[config.mk]
export PLATFORM = sky130hd
export DESIGN_NAME = led_pwm_fader
export DESIGN_NICKNAME = d
export VERILOG_FILES = /design/src/rtl/led_pwm_fader.sv
export SDC_FILE = /design/constraint.sdc
export NUM_CORES = 1
export LEC_CHECK = 0
export CELL_PAD_IN_SITES_DETAIL_PLACEMENT = 2
export CELL_PAD_IN_SITES_GLOBAL_PLACEMENT = 2
export CORE_AREA = 8 8 133 135
export CTS_CLUSTER_SIZE = 25
export DETAILED_ROUTE_END_ITERATION = 8
export DIE_AREA = 0 0 141 143
export PLACE_DENSITY_LB_ADDON = 0.1
export SETUP_SLACK_MARGIN = 0.2
export SLEW_MARGIN = 15
export SYNTH_ARGS = -nofsm -noshare
export SYNTH_HDL_FRONTEND = slang
export SYNTH_SLANG_ARGS = --single-unit
[constraint.sdc]
create_clock -name clk_50mhz -period 3.3 [get_ports clk_50mhz]
set_input_delay 0.66 -clock clk_50mhz [delete_from_list [all_inputs] [get_ports clk_50mhz]]
set_output_delay 0.66 -clock clk_50mhz [all_outputs]
set_load 0.05 [all_outputs]
[src/rtl/led_pwm_fader.sv]
// Four-channel LED fader: ramps each channel's brightness toward its on/off target one step per
// step_tick and drives the LEDs with a 255-cycle PWM.
module led_pwm_fader #(
   parameter int unsigned CLK_FREQ     = 50_000_000,
   parameter int unsigned FADE_STEP_HZ = 1000
) (
   input  logic       clk_50mhz,
   input  logic       rst,
   input  logic       enable,
   input  logic [3:0] led_in,
   input  logic [7:0] max_level,
   output logic [3:0] led_out,
   output logic [3:0] fading
);

   localparam int unsigned Div      = CLK_FREQ / FADE_STEP_HZ;
   localparam int unsigned PrescW   = (Div > 1) ? $clog2(Div) : 1;
   localparam logic [PrescW-1:0] PrescMax = PrescW'(Div - 1);

   typedef enum logic [1:0] {StOff, StRise, StOn, StFall} ch_state_e;

   logic [PrescW-1:0] presc_q, presc_d;
   logic              step_tick;
   logic [7:0]        pwm_cnt_q, pwm_cnt_d;
   logic [3:0]        led_q;
   logic [3:0][7:0]   level_q, level_d, target;
   ch_state_e         state [4];
   logic [3:0]        led_out_q, led_out_d;
   logic [3:0]        fading_q, fading_d;

   assign step_tick = (presc_q == PrescMax);
   assign presc_d   = step_tick ? '0 : presc_q + 1'b1;
   assign pwm_cnt_d = (pwm_cnt_q == 8'd254) ? 8'd0 : pwm_cnt_q + 8'd1;

   // State register: level is the only per-channel memory; the FSM state is derived from it.
   always_ff @(posedge clk_50mhz) begin
      if (rst) begin
         presc_q   <= '0;
         pwm_cnt_q <= 8'd0;
         led_q     <= 4'b0000;
         level_q   <= '0;
         led_out_q <= 4'b0000;
         fading_q  <= 4'b0000;
      end else begin
         presc_q   <= presc_d;
         pwm_cnt_q <= pwm_cnt_d;
         led_q     <= led_in;
         level_q   <= level_d;
         led_out_q <= led_out_d;
         fading_q  <= fading_d;
      end
   end

   // Next-state: classify each channel from level vs target, then step the level on a tick.
   always_comb begin
      for (int i = 0; i < 4; i++) begin
         target[i] = led_q[i] ? max_level : 8'd0;
         if (level_q[i] < target[i]) begin
            state[i] = StRise;
         end else if (level_q[i] > target[i]) begin
            state[i] = StFall;
         end else if (target[i] == 8'd0) begin
            state[i] = StOff;
         end else begin
            state[i] = StOn;
         end

         level_d[i] = level_q[i];
         if (!enable) begin
            level_d[i] = 8'd0;
         end else if (step_tick) begin
            case (state[i])
               StRise:  level_d[i] = level_q[i] + 8'd1;
               StFall:  level_d[i] = level_q[i] - 8'd1;
               default: level_d[i] = level_q[i];
            endcase
         end
      end
   end

   // Outputs: both are registered and forced low the cycle after enable drops.
   always_comb begin
      for (int i = 0; i < 4; i++) begin
         fading_d[i]  = enable && ((state[i] == StRise) || (state[i] == StFall));
         led_out_d[i] = enable && (level_q[i] > pwm_cnt_q);
      end
   end

   assign led_out = led_out_q;
   assign fading  = fading_q;

endmodule
## Word-level counts from Yosys, hierarchy flattened

Index checks and enable logic that the tools add are counted.

- $add $sub $neg: 10
- $lt $le $gt $ge: 12
- Equal/unequal tests: 10
- Muxes and demuxes: 20
- Bitwise gates (word level): 1
- Reductions and logical operators: 27

Operators with widths:

| cell | count |
|---|---|
| 8-bit > comparator | 8 |
| 8-bit one-hot mux with 2 select lines | 4 |
| 8-bit by 1-bit adder with 8-bit output, second input constant | 5 |
| 8-bit logical NOT | 4 |
| 8-bit < comparator | 4 |
| 8-bit two-way mux | 4 |
| 8-bit by 1-bit subtractor with 8-bit output, second input constant | 4 |
| 2-bit two-way mux | 12 |
| 16-bit by 1-bit adder with 16-bit output, second input constant | 1 |
| 16-bit == test, second input constant | 1 |
| 2-bit by 1-bit == test with 1-bit output, second input constant | 4 |
| 2-bit == test, second input constant | 4 |
| 8-bit == test, second input constant | 1 |
| 1-bit logical AND | 8 |
| 2-bit AND reduction | 4 |
| 2-bit nonzero test | 4 |
| 2-bit OR reduction | 3 |
| 1-bit logical OR | 4 |
| 1-bit inverter | 1 |

- Register bits: 68
- Bits of input ports: 15
- Output and inout bits: 8
- Logic and storage cells: 89

## Longest topological paths before layout

- Word-level depth: 8
- Mapped depth: 15
- Depth with buffers taken out: 14

## Least setup slack after synthesis

No wires, ideal clock.

- Kind: input port to flip-flop
- Start: input port max_level[1]
- End: register level_q[15] in the netlist's numbering
- Setup time: 71 ps
- Arrival time: 3283 ps
- Required time: 3229 ps
- Slack: -54 ps
- Stages on the path: 14
- Path buffers: 0
- Cell sequence: nand2_1 > ha_1 > nor2b_1 > o211ai_2 > a211oi_1 > nor2_1 > inv_1 > ha_1 > a21o_1 > o21ai_0 > a31oi_1 > o22a_1 > or4_1 > a21oi_1

- Longest elaborated chain between the ends: 8
- Elaborated cells on any way between the ends: 12
- Classes of those cells: 2 x order compare; 2 x eq/ne; 5 x mux; 3 x reduce/logical

Ends and longest elaborated chain:

| element | RTL line | RTL |
|---|---|---|
| start: declaration | 11 | `input logic [7:0] max_level,` |
| 8-bit two-way mux * | 57 | `target[i] = led_q[i] ? max_level : 8'd0;` |
| branches (longest 3 deep; another with 8-bit > comparator) | -- |  |
| 2-bit two-way mux * | 58 | `if (level_q[i] < target[i]) begin` |
| 2-bit by 1-bit == test with 1-bit output / 2-bit == test (equally long branches) | 72 | `case (state[i])` |
| 2-bit nonzero test (no line) | -- |  |
| 2-bit AND reduction (no line) | -- |  |
| end signal: assignment | 48 | `level_q <= level_d;` |
| end: declaration | 26 | `logic [3:0][7:0] level_q, level_d, target;` |

Every way passes the cells marked *.
A chain may end at the register's enable or synchronous reset.

## Final worst setup path

- Start: input port max_level[2]
- End: register level_q[23] in the netlist's numbering

The elaborated chain is that of the path after synthesis.

==> summary.txt <==
Synthesis
  – Post-Syn Area: 5200 um2
  – Syn_nets: 721
  – Post-Synth XOR/XNOR Area: under 10%
  – Post-synthesis adder-cell area fraction: a little under a quarter
  – Post-synthesis mux area share: 2.12%
  – Sequential share of the synthesized area: a little over a quarter
  – Number of synthesis warnings: 0
  – Number of synthesized flops with an enable pin: 0
  – Largest family of logic cells by synthesized area: adder cells
  – Post-Synth Simple-Gate Area: 22.1%
  – Avg Cell Area, Syn: 8.51 um2
  – Most used DFF post-synth: dfxtp_1
  – Async S/R FF share, synth: 0%
  – Distinct cells, synth: about 50
  – Synth Area in Compound Gates: between 15 and 20%
  – Seq cells post-synth: 68
  – Mapped Cells: 611

Pwr
  – Switching part of the total: 30.4%
  – Sequential power share: roughly 33%
  – Clk network pwr share: 42.7%
  – Part of the power in combinational logic: between 20% and 30%
  – Pwr dens: around 320 nW/um2
  – Leak: approximately 3.5 nW
  – Highest ir drop seen on vdd: 0.275 mV
  – Switching pwr: 0.000799 W
  – Pint: 0.00182 W

Setup path
  – CP top delay family: simple AND/OR/NAND/NOR gates
  – Crit path required time: 3.59 ns
  – Sequence of cells on the critical path: buf_2 > buf_6 > nand2_2 > ha_4 > nand4_1 > nor2_4 > a211oi_4 > nor2_4 > clkinv_4 > buf_4 > ha_1 > o21ai_1 > a31oi_2 > o22a_1 > or4_4 > a21oi_2
  – CP Class: in2reg
  – CP startpoint kind: input pin
  – Critical path arrival: 3.71 ns
  – Worst path slowest cell: or4_4
  – Crit path capture type: flip-flop
  – Crit path max fanout: 5
  – Cell mode on critical path: nor2_4
  – Crit-path max cell delay: 0.51 ns
  – Buf+Inv Stages, Crit Path: 4

Die
  – # IOs: 23
  – Cell Rows: 46
  – Die Ht: 143 um
  – Die width: 141 um
  – Die area: 20200 um2
  – Initial core utilization: 33.3%
  – Core Region: 15600 um2

Placed design
  – DP HPWL: 14.6 mm
  – RD Place Congestion: 0.777
  – Pre-CTS setup slack: -0.869 ns
  – IO buf count: 22
  – Placed cell count: 928

Drt
  – Via count: 5552
  – Iteration-0 DRC Markers: 175
  – DRT Pass-1 Iters: 4
  – Final wirelength: 26.0 mm
  – DRT antenna net count: 0
  – DRC viols: 0
  – Via-to-Cell Ratio: 5.55
  – Wirelength per Cell: 26.0 um

Cells and area
  – Ant diodes: 0
  – Non-filler cells, final: 1000
  – Share of cells above drive strength 1: between 40% and 50%
  – Nets: just under 900
  – Area grow syn2layout: 57.3%

Global routing
  – Tot GR Track Use: 21.7%
  – Vias in the first global route: between 6000 and 7000
  – First-pass GRT wire length: 33.9 mm
  – Antenna violations before repair: 0
  – Largest net degree at the start of global routing: 20
  – Grt total ovfl: 0

Timing
  – Normalized max-slew margin: about three fifths
  – Setup Skew: roughly 0.016 ns
  – Worst setup margin: -0.114 ns
  – RSZ-0062 raised after global routing: yes
  – F_max: 293 MHz
  – Slew Limit Fails: 0
  – Final clock period utilization by the worst path: 103%
  – Setup violators final: 3
  – Worst-Margin Slew: 0.588 ns
  – Hold WS: approximately 0.47 ns
  – Min cycle time layout: 3.41 ns
  – Hold Fails Final Rpt: 0

CTS
  – # hold bufs at CTS: 0
  – CTS tree: yes
  – Reg clk slew, reported paths: 0.06 ns
  – Clock Tree Buf Depth: 2
  – H-Tree Depth: 3
  – CTS Sinks: 68
  – Cts bufs inserted: 9
  – Root Driver: clkbuf_16
  – Clock latency on the worst-skew pair: about 0.37 ns

Min path
  – Tightest Hold Check Type: reg2reg

Run status
  – Failing checks: setup timing
  – Status: complete, but fails checks

Run
  – Max_cap viols: 0
cell usage after synthesis, types with 4 or more instances:
cell / n / area share (%)
a21o_1: 12 / 1.7
a21oi_1: 51 / 4.9
and2_1: 4 / 0.48
clkbuf_1: 9 / 0.65
dfxtp_1: 68 / 26
fa_1: 4 / 1.5
ha_1: 91 / 22
inv_1: 26 / 1.9
mux2i_1: 11 / 2.1
nand2_1: 51 / 3.7
nand2b_1: 7 / 0.84
nand3_1: 10 / 0.96
nand4_1: 20 / 2.4
nor2_1: 72 / 5.2
nor2b_1: 22 / 2.6
nor3_1: 10 / 0.96
nor4_1: 7 / 0.84
o211a_1: 8 / 1.5
o21a_1: 4 / 0.58
o21ai_0: 24 / 2.3
or3_1: 6 / 0.72
xnor2_1: 18 / 3.0
xor2_1: 18 / 3.0
stage by stage:
| stage | TNS [ns] | utilization [%] | area (um2) | power [W] |
|---|---|---|---|---|
| after global routing | -0.655 | 52.5 | 8180 | 0.00271 |
| after detailed placement | -13.05 | 42.3 | 6600 | 0.00133 |
| after floorplan | 0 | - | 5470 | 0.00112 |
| after global placement | -9.99 | 42.3 | 6600 | 0.00130 |
| after CTS | 0 | 49.0 | 7640 | 0.00248 |
| final | -0.206 | 52.5 | 8180 | 0.00262 |
worst paths after layout:
kind / startpoint / to / slack [ns] / cells after the start
setup / recovery: max_level[2] / level_q[23] / -0.11 / 16
hold / removal: presc_q[0] / presc_q[0] / 0.47 / 1
setup reg to reg: led_q[2] / level_q[23] / -0.10 / 15
hold reg to reg: presc_q[0] / presc_q[0] / 0.47 / 1
cell type report:
type	instances	area, um2
fillers	1602	7410
multi-input cells	501	4660
repair buffers	173	1440
flip-flops and latches	68	1380
well taps	216	270
clock buffers	11	243
inverters	26	108
clock inverters	5	85.1
registers in the layout (all words and copies together) (netlist names):
register   count
presc_q       16
fading         4
level_q       32
led_out        4
pwm_cnt_q      8
led_q          4
layer usage:
metal  GRT usage, %  vias up  share of wire, %
met1           23.6     2805                41
met3           3.31       72               3.5
met2           40.8      147                52
met5              0        -                 0
li1               -     2528                 -
met4           9.90        0               3.9
timing repair:
action	in CTS	in global routing
setup endpoints to repair	27	13
cloned	0	0
resized for setup	142	76
pin swaps	65	66
buffers inserted	32	24
power groups by stage:
| stage | Clock (W) | Sequential, W | Combinational, W |
|---|---|---|---|
| 5_1_grt | 0.00117 | 0.000858 | 0.000685 |
| 4_1_cts | 0.00110 | 0.000854 | 0.000525 |
| 6_report | 0.00112 | 0.000856 | 0.000647 |
| 3_5_place_dp | 0 | 0.000871 | 0.000457 |
| 2_1_floorplan | 0 | 0.000884 | 0.000236 |
| 3_3_place_gp | 0 | 0.000871 | 0.000426 |
cells in the final DEF (no fill, tap or decap), drive strengths merged, types with 11 or more instances in the layout:
| master | n |
|---|---|
| buf | 159 |
| ha | 91 |
| nor2 | 73 |
| dfxtp | 68 |
| a21oi | 51 |
| nand2 | 51 |
| inv | 25 |
| o21ai | 24 |
| nor2b | 22 |
| nand4 | 21 |
| xor2 | 18 |
| xnor2 | 18 |
| clkdlybuf4s50 | 14 |
| a21o | 12 |
| mux2i | 11 |
| clkbuf | 11 |
logic make-up (layout without fill, tap and decap cells):
logic type / Yosys count / in the layout
and+or+nand+nor: 228 / 228
AOI/OAI and AO/OA: 131 / 131
adders and majority gates: 95 / 95
DFF: 68 / 68
buffers and inverters: 42 / 215
xor gates and xnor gates: 36 / 36
muxes: 11 / 11
Power figures use the tool's default switching activity.
